===== config.mk =====
export PLATFORM = sky130hd
export DESIGN_NAME = irq_ctrl_flat
export DESIGN_NICKNAME = d
export VERILOG_FILES = /design/src/rtl/irq_pkg.sv /design/src/rtl/irq_ctrl_if.sv /design/src/rtl/irq_sync_edge.sv /design/src/rtl/irq_ctrl.sv /design/src/flat_wrapper.sv
export SDC_FILE = /design/constraint.sdc
export NUM_CORES = 1
export LEC_CHECK = 0
export ABC_AREA = 1
export BUFFER_PORTS_ARGS = -buffer_cell sky130_fd_sc_hd__clkbuf_2
export CAP_MARGIN = 0
export CORE_AREA = 2 2 47 49
export DETAILED_ROUTE_END_ITERATION = 10
export DIE_AREA = 0 0 49 51
export PLACE_DENSITY = 0.73
export SYNTH_ARGS = -nofsm -noshare
export SYNTH_HDL_FRONTEND = slang
export SYNTH_SLANG_ARGS = --single-unit
export TNS_END_PERCENT = 50

===== constraint.sdc =====
create_clock -name clk -period 1.7 [get_ports clk]
set_input_delay 0.17 -clock clk [delete_from_list [all_inputs] [get_ports clk]]
set_output_delay 0.17 -clock clk [all_outputs]
set_load 0.01 [all_outputs]

===== src/rtl/irq_pkg.sv =====
// Shared types and helpers for the interrupt request controller.
// Holds the FSM encoding, default sizing and the fixed-priority encoder.
package irq_pkg;

  localparam int N_SRC_DEF = 4;
  localparam int ID_W_DEF  = 2;

  typedef enum logic [1:0] {
    IDLE    = 2'd0,
    REQ     = 2'd1,
    SERVICE = 2'd2
  } irq_state_t;

  // Index of the lowest set bit; bit 0 has the highest priority.
  function automatic logic [3:0] prio_enc(input logic [15:0] v);
    logic [3:0] idx;
    idx = '0;
    for (int i = 15; i >= 0; i--) begin
      if (v[i]) idx = 4'(i);
    end
    return idx;
  endfunction

endpackage


===== src/rtl/irq_ctrl_if.sv =====
// Signal bundle between the interrupt controller and its CPU-side user.
// The master drives sources, mask writes and the inta/eoi pulses.
interface irq_ctrl_if #(
  parameter int N_SRC = 4,
  parameter int ID_W  = 2
);
  logic [N_SRC-1:0] src;
  logic             mask_we;
  logic [N_SRC-1:0] mask_wdata;
  logic             inta;
  logic             eoi;
  logic             irq;
  logic [ID_W-1:0]  irq_id;
  logic [N_SRC-1:0] pending;
  logic             busy;

  modport master (
    output src, mask_we, mask_wdata, inta, eoi,
    input  irq, irq_id, pending, busy
  );

  modport slave (
    input  src, mask_we, mask_wdata, inta, eoi,
    output irq, irq_id, pending, busy
  );
endinterface


===== src/rtl/irq_sync_edge.sv =====
// Two-flop synchroniser for one asynchronous interrupt line, followed by a
// history flop that turns the synchronised level into a one-cycle rising-edge pulse.
module irq_sync_edge (
  input  logic clk,
  input  logic rst_n,
  input  logic i_src,
  output logic o_edge
);

  logic r_sync1;
  logic r_sync2;
  logic r_hist;

  // NOTE: non-blocking assignments let the three flops shift as a true pipeline;
  // blocking ones would collapse the chain into a single stage.
  always_ff @(posedge clk or negedge rst_n) begin
    if (!rst_n) begin
      r_sync1 <= 1'b0;
      r_sync2 <= 1'b0;
      r_hist  <= 1'b0;
    end else begin
      r_sync1 <= i_src;
      r_sync2 <= r_sync1;
      r_hist  <= r_sync2;
    end
  end

  assign o_edge = r_sync2 & ~r_hist;

endmodule


===== src/rtl/irq_ctrl.sv =====
// Interrupt request controller: latches source edges as pending, masks them,
// and runs a single-outstanding-request handshake (irq -> inta -> eoi) with the CPU.
module irq_ctrl
  import irq_pkg::*;
#(
  parameter int               N_SRC    = N_SRC_DEF,
  parameter int               ID_W     = ID_W_DEF,
  parameter logic [N_SRC-1:0] MASK_RST = '0
) (
  input  logic        clk,
  input  logic        rst_n,
  irq_ctrl_if.slave   bus
);

  irq_state_t       r_state;
  irq_state_t       w_state_nxt;
  logic [N_SRC-1:0] r_mask;
  logic [N_SRC-1:0] r_pending;
  logic [ID_W-1:0]  r_irq_id;
  logic [N_SRC-1:0] w_edge;
  logic [N_SRC-1:0] w_req;
  logic [N_SRC-1:0] w_clr;
  logic             w_take;
  logic             w_irq;
  logic             w_busy;

  for (genvar g = 0; g < N_SRC; g++) begin : g_sync
    irq_sync_edge u_sync (
      .clk    (clk),
      .rst_n  (rst_n),
      .i_src  (bus.src[g]),
      .o_edge (w_edge[g])
    );
  end

  assign w_req  = r_pending & ~r_mask;
  assign w_take = (r_state == REQ) && bus.inta;
  assign w_clr  = w_take ? (N_SRC'(1) << r_irq_id) : '0;

  always_ff @(posedge clk or negedge rst_n) begin
    if (!rst_n) begin
      r_mask    <= MASK_RST;
      r_pending <= '0;
    end else begin
      if (bus.mask_we) r_mask <= bus.mask_wdata;
      // A fresh edge on the bit being acknowledged survives the clear.
      r_pending <= (r_pending & ~w_clr) | w_edge;
    end
  end

  // The id is captured only when a request is issued, so it stays frozen
  // through REQ and SERVICE regardless of later pending or mask changes.
  always_ff @(posedge clk or negedge rst_n) begin
    if (!rst_n) begin
      r_irq_id <= '0;
    end else if (r_state == IDLE && |w_req) begin
      r_irq_id <= ID_W'(prio_enc(16'(w_req)));
    end
  end

  always_ff @(posedge clk or negedge rst_n) begin
    if (!rst_n) r_state <= IDLE;
    else        r_state <= w_state_nxt;
  end

  // NOTE: defaulting the next state before the case keeps every path assigned,
  // so no latch is inferred for states that simply hold.
  always_comb begin
    w_state_nxt = r_state;
    unique case (r_state)
      IDLE:    if (|w_req)   w_state_nxt = REQ;
      REQ:     if (bus.inta) w_state_nxt = SERVICE;
      SERVICE: if (bus.eoi)  w_state_nxt = IDLE;
      default:               w_state_nxt = IDLE;
    endcase
  end

  always_comb begin
    w_irq  = (r_state == REQ);
    w_busy = (r_state != IDLE);
  end

  assign bus.irq     = w_irq;
  assign bus.busy    = w_busy;
  assign bus.irq_id  = r_irq_id;
  assign bus.pending = r_pending;

endmodule


===== src/flat_wrapper.sv =====
// flat-port wrapper written by rule: the top's interface ports become plain ports
module irq_ctrl_flat import irq_pkg::*;
#(
  parameter int               N_SRC    = N_SRC_DEF,
  parameter int               ID_W     = ID_W_DEF,
  parameter logic [N_SRC-1:0] MASK_RST = '0
)
  (clk, rst_n, bus_src, bus_mask_we, bus_mask_wdata, bus_inta, bus_eoi, bus_irq, bus_irq_id, bus_pending, bus_busy);
  irq_ctrl_if #(.N_SRC(N_SRC), .ID_W(ID_W)) bus_i ();
  input  logic clk;
  input  logic rst_n;
  input wire logic [$bits(bus_i.src)-1:0] bus_src;
  input wire logic [$bits(bus_i.mask_we)-1:0] bus_mask_we;
  input wire logic [$bits(bus_i.mask_wdata)-1:0] bus_mask_wdata;
  input wire logic [$bits(bus_i.inta)-1:0] bus_inta;
  input wire logic [$bits(bus_i.eoi)-1:0] bus_eoi;
  output wire logic [$bits(bus_i.irq)-1:0] bus_irq;
  output wire logic [$bits(bus_i.irq_id)-1:0] bus_irq_id;
  output wire logic [$bits(bus_i.pending)-1:0] bus_pending;
  output wire logic [$bits(bus_i.busy)-1:0] bus_busy;
  assign bus_i.src = bus_src;
  assign bus_i.mask_we = bus_mask_we;
  assign bus_i.mask_wdata = bus_mask_wdata;
  assign bus_i.inta = bus_inta;
  assign bus_i.eoi = bus_eoi;
  assign bus_irq = bus_i.irq;
  assign bus_irq_id = bus_i.irq_id;
  assign bus_pending = bus_i.pending;
  assign bus_busy = bus_i.busy;
  irq_ctrl #(.N_SRC(N_SRC), .ID_W(ID_W), .MASK_RST(MASK_RST)) u_core (.clk(clk), .rst_n(rst_n), .bus(bus_i));
endmodule

# Word level (Yosys, flattened, before mapping)
# Cells that the tools add are included.
dict set report totals {
  register_bits 24
  output_inout_bits 8
  in_bits 13
}
dict set report classes {
  reduce_logical 6
  shifts 1
  n_eq_ne 5
  n_mux 9
  bitwise 13
}
# op count
set op_table {}
lappend op_table {{$mux W2} 7}
lappend op_table {{$and A4 B4 Y4} 2}
lappend op_table {{$not A4 Y4} 2}
lappend op_table {{$ne A2 B2 Y1 const B} 3}
lappend op_table {{$pmux W2 S3} 1}
lappend op_table {{$and A1 B1 Y1} 4}
lappend op_table {{$mux W4} 1}
lappend op_table {{$not A1 Y1} 4}
lappend op_table {{$or A4 B4 Y4} 1}
lappend op_table {{$reduce_or A4 Y1} 1}
lappend op_table {{$shl A1 B2 Y4 const A} 1}
lappend op_table {{$reduce_and A3 Y1} 1}
lappend op_table {{$eq A2 B1 Y1 const B} 1}
lappend op_table {{$eq A2 B2 Y1 const B} 1}
lappend op_table {{$logic_and A1 B1 Y1} 2}
lappend op_table {{$logic_not A2 Y1} 1}
lappend op_table {{$reduce_bool A2 Y1} 1}

# Longest topological paths before layout
dict set report logic_depth {
  ltp_word 6
  depth_mapped 7
}

# Cells and area by module
# A second synthesis with hierarchy kept.
dict set report hier_totals {
  hier_cells 90
  area_unflattened_um2 883.3
}
# mod n_inst seq_area_each_um2 area_per_inst_um2 cells_each
set modules_own_cells {}
lappend modules_own_cells {irq_ctrl 1 300.3 543.0 70}
lappend modules_own_cells {irq_sync_edge 4 75.1 85.1 5}

# Least setup slack after synthesis
# OpenSTA, ideal clock, no wires.
dict set report synth_path {
  path_type {reg-to-reg}
  start {register u_core.r_state[1]}
  end {register u_core.r_pending[2] (netlist: u_core.bus.pending[2])}
  stages_incl_launch_ff 7
  arrival_ps 807
  t_required_ps 1580
  setup_ps 120
  slack_ps 773
  synth_period_minus_slack_ps 927
  n_path_buf 0
  path_cell_list {dfrtp_1 -> inv_1 -> nand2_2 -> nor2_2 -> nand2_1 -> o21ai_1 -> nand2_1}
}
dict set report synth_via {
  elab_chain_len 6
}
# item line_no
set synth_lines {}
lappend synth_lines {{start, declared} irq_ctrl.sv:15} ;# irq_state_t r_state;
lappend synth_lines {{start signal, assigned} irq_ctrl.sv:63} ;# else r_state <= w_state_nxt;
lappend synth_lines {{$eq A2 B1 Y1} irq_ctrl.sv:37} ;# assign w_take = (r_state == REQ) && bus.inta;
lappend synth_lines {{$logic_and A1 B1 Y1} irq_ctrl.sv:37}
lappend synth_lines {{$mux W4} irq_ctrl.sv:38} ;# assign w_clr = w_take ? (N_SRC'(1) << r_irq_id) : '0;
lappend synth_lines {{$not A4 Y4} irq_ctrl.sv:47} ;# r_pending <= (r_pending & ~w_clr) | w_edge;
lappend synth_lines {{$and A4 B4 Y4} irq_ctrl.sv:47}
lappend synth_lines {{$or A4 B4 Y4} irq_ctrl.sv:47}
lappend synth_lines {{end signal, assigned} irq_ctrl.sv:47}
lappend synth_lines {{end, declared} irq_ctrl.sv:18} ;# logic [N_SRC-1:0] r_pending;
# No other way between the ends.
# A chain may end at the register's enable or synchronous reset.

# Worst setup path in the final report
dict set report layout_path {
  start {register u_core.r_state[0]}
  end {output port bus_busy}
}
dict set report layout_via {
  elab_chain_len 1
}
# item line_no
set layout_lines {}
lappend layout_lines {{$reduce_bool A2 Y1} irq_ctrl.sv:80} ;# w_busy = (r_state != IDLE);
lappend layout_lines {{end, declared} flat_wrapper.sv:20} ;# output wire logic [$bits(bus_i.busy)-1:0] bus_busy;
# No other way between the ends.

==> metrics.md <==
| Metric | Value |
|---|---|
| Slew headroom | 0.6226 |
| Worst-path clk slew | about 0.12 ns |
| R2r setup slk | ~0.67 ns |
| # IOs | 21 |
| Via count | ~610 |
| Commonest cells in the netlist | nand2_1, dfrtp_1, inv_1 |
| Final TNS setup | 0 ns |
| TritonCTS Buffers | 3 |
| Largest net degree at the start of global routing | 25 |
| Pleak | about 0.58 nW |
| Routed length per instance | 9.686 µm |
| Worst-path maximum fanout | 3 |
| Grt ovf | 0 |
| Syn Nets | 96 |
| Hpwl dp | 1044 µm |
| P per Cell Area | between 1000 and 1500 mW/mm² |
| Synth Flop Type | dfrtp_1 |
| Worst r2r path cells | 5 |
| Total core area | around 0.0021 mm² |
| Reg-to-Reg End | u_core.bus.irq_id[0] |
| RR Startpoint | u_core.r_state[0] |
| EDFF count, synth | 0 |
| Vias in the first global route | 584 |
| Drc violations | 0 |
| Die width | 49 µm |
| Endpoints failing hold | 0 |
| Area grow syn2layout | 25.91% |
| Gr usage total | 0.1142 |
| Synth Warn # | 0 |
| Post-synthesis async set-or-reset flop share | 1.000 |
| Inst Count DP | 131 |
| Vias/cell | about 4.3 |
| Post-CTS sizing | 0 |
| Max-Cap Viols | 0 |
| Deepest clock path buffer count | 2 |
| Antenna diodes | 0 |
| WL final | 1356 µm |
| Gpl congestion | between 0.8 and 0.9 |
| Critical Path Source | u_core.r_state[0] |
| Crit Path Class | reg -> out |
| CTS sink cnt | 24 |
| Worst Tran Pin Value | about 0.57 ns |
| Setup-failing EPs final | 0 |
| Synth Cell Area | around 850 µm² |
| Layout cell share with drive strength beyond 1 | 0.2411 |
| Worst setup path end | bus_busy |
| Initial DRT Pass Iterations | 4 |
| Initial DRC Count | 5 |
| # H-tree levels | 1 |
| End-of-flow core utilization | 0.5215 |
| Synth area leader | dfrtp_1 |
| Final Skew | ~0.0013 ns |
| Floorplan die height | between 50 and 60 µm |
| Root buf cell | clkbuf_4 |
| Latest clock arrival within the worst-skew pair | between 0.2 and 0.3 ns |
| Gate Count Post-Synth | between 80 and 90 |
| Initial antenna violation count | 0 |
| NumNets Final | ~130 |
| Outcome | finished, final reports clean |
| Synth unique cells | 14 |
| VDD IR-drop max | about 660 µV |
| Worst EP arrival | 1.08 ns |
| Site Rows | 17 |
| CTS tree | built |
| RSZ-0062 raised after global routing | false |
| Most common cell in the synthesized netlist | nand2_1 |
| ANT nets after route | 0 |
| First-pass GRT wire length | around 2200 µm |
| #FFs+latches synth | 24 |
| Fin. max-slew vios | 0 |
| Critical Path Source Type | flop |
| Full die area | between 0.002 and 0.0025 mm² |
| Worst hold path type | in -> reg |
| Port-buffer cells | 20 |
| Fmax | around 800 MHz |
| Post-Syn Area per Cell | 10.30 µm² |
| Endpoint type of the worst setup path | output pin |
| Fillers | 201 |
| WP data required | ~1.5 ns |
| Fin crit share | 0.7345 |
| Largest cells by area after synthesis | dfrtp_1, nand2_1, inv_1 |
| Sequential share of the synthesized area | 0.7028 |
| Crit path time final | between 1 and 1.5 ns |
| Final non-filler cell total | 140 |
| Hold Worst Slack | 0.07753 ns |
| Starting density of the core | 0.4142 |
| Synth top area share | 0.7028 |
==> sequential cells by signal, indices dropped and copies added, names as in the netlist <==
signal and count:
u_core.bus.pending 4, u_core.g_sync.u_sync.r_hist 4, u_core.g_sync.u_sync.r_sync1 4, u_core.g_sync.u_sync.r_sync2 4, u_core.r_mask 4, u_core.bus.irq_id 2, u_core.r_state 2
==> kinds of logic (layout without fill, tap and decap cells) <==
group                  after synthesis  in the layout  share of synthesized area
AO/OA/AOI/OAI                       10             10                    0.06148
buffers and inverters               16             45                    0.07028
flip-flops                          24             24                     0.7028
multiplexers                         1              1                    0.01318
AND/OR/NAND/NOR                     32             32                     0.1523
==> cell type report <==
| cell class | instances | area (µm²) | share of cell area |
|---|---|---|---|
| timing repair buffer | 25 | 150.1 | 0.1395 |
| clock buffer | 4 | 36.28 | 0.03372 |
| tap | 28 | 35.03 | 0.03256 |
| multi-input combinational | 43 | 193.9 | 0.1802 |
| sequential | 24 | 600.6 | 0.5581 |
| inverter | 16 | 60.06 | 0.05581 |
==> where the power goes <==
| group | total (mW) | leakage [nW] | internal [mW] | switching, mW |
|---|---|---|---|---|
| Sequential | 0.751 | 0.275 | 0.674 | 0.0761 |
| Combinational | 0.440 | 0.280 | 0.172 | 0.268 |
| Clock | 0.281 | 0.0210 | 0.130 | 0.150 |
| Total | 1.47 | 0.576 | 0.977 | 0.494 |
==> stage by stage <==
step	total power [mW]	area [µm²]	setup slack (ns)
after detailed placement	1.197	989.7	0.6796
after global placement	1.177	989.7	0.7054
after global routing	1.582	1076	0.3243
after CTS	1.486	1076	0.4408
final	1.471	1076	0.4513
after floorplan	1.022	854.6	0.7730
==> cell usage in the layout (no fill, tap or decap) <==
master	Yosys	final
clkbuf_2	0	20
mux2_2	1	1
dlygate4sd3_1	0	5
nand2_1	25	25
nor2_1	2	2
clkbuf_8	0	1
nor2_2	1	1
dfrtp_1	24	24
nand3_1	1	1
or2_1	1	1
nand2_2	1	1
inv_1	16	16
o21ai_0	3	3
o211ai_1	1	1
a21oi_1	1	1
clkbuf_4	0	3
nor3_1	1	1
o21ai_1	5	5
==> per-layer routing <==
layer  vias to the layer above  GRT usage  share of wire
met5                         -          0              0
met4                         0    0.02857              0
met3                         0    0.02047          0.038
met2                        14     0.2055           0.47
met1                       288     0.1429           0.49
li1                        306          -              -
==> how the worst min path moves through the flow <==
stage          cells after the start                    to         startpoint
3_5_place_dp                       1      u_core.r_mask[2]              rst_n
3_3_place_gp                       1      u_core.r_mask[2]              rst_n
6_report                           3      u_core.r_mask[2]  bus_mask_wdata[2]
4_1_cts                            3      u_core.r_mask[2]  bus_mask_wdata[2]
5_1_grt                            3      u_core.r_mask[2]  bus_mask_wdata[2]
2_1_floorplan                      0  u_core.bus.irq_id[0]              rst_n
==> timing repair <==
action,CTS,global route
setup buffers,0,0
hold buffers,5,0
hold endpoints to repair,28,0
==> worst max-delay path, stage by stage, from the launching register on <==
cell and delay [ns]:
dfrtp_1 0.43, nor2_1 0.17, inv_1 0.06, clkbuf_2 0.12
(Power assumes the default switching activity.)
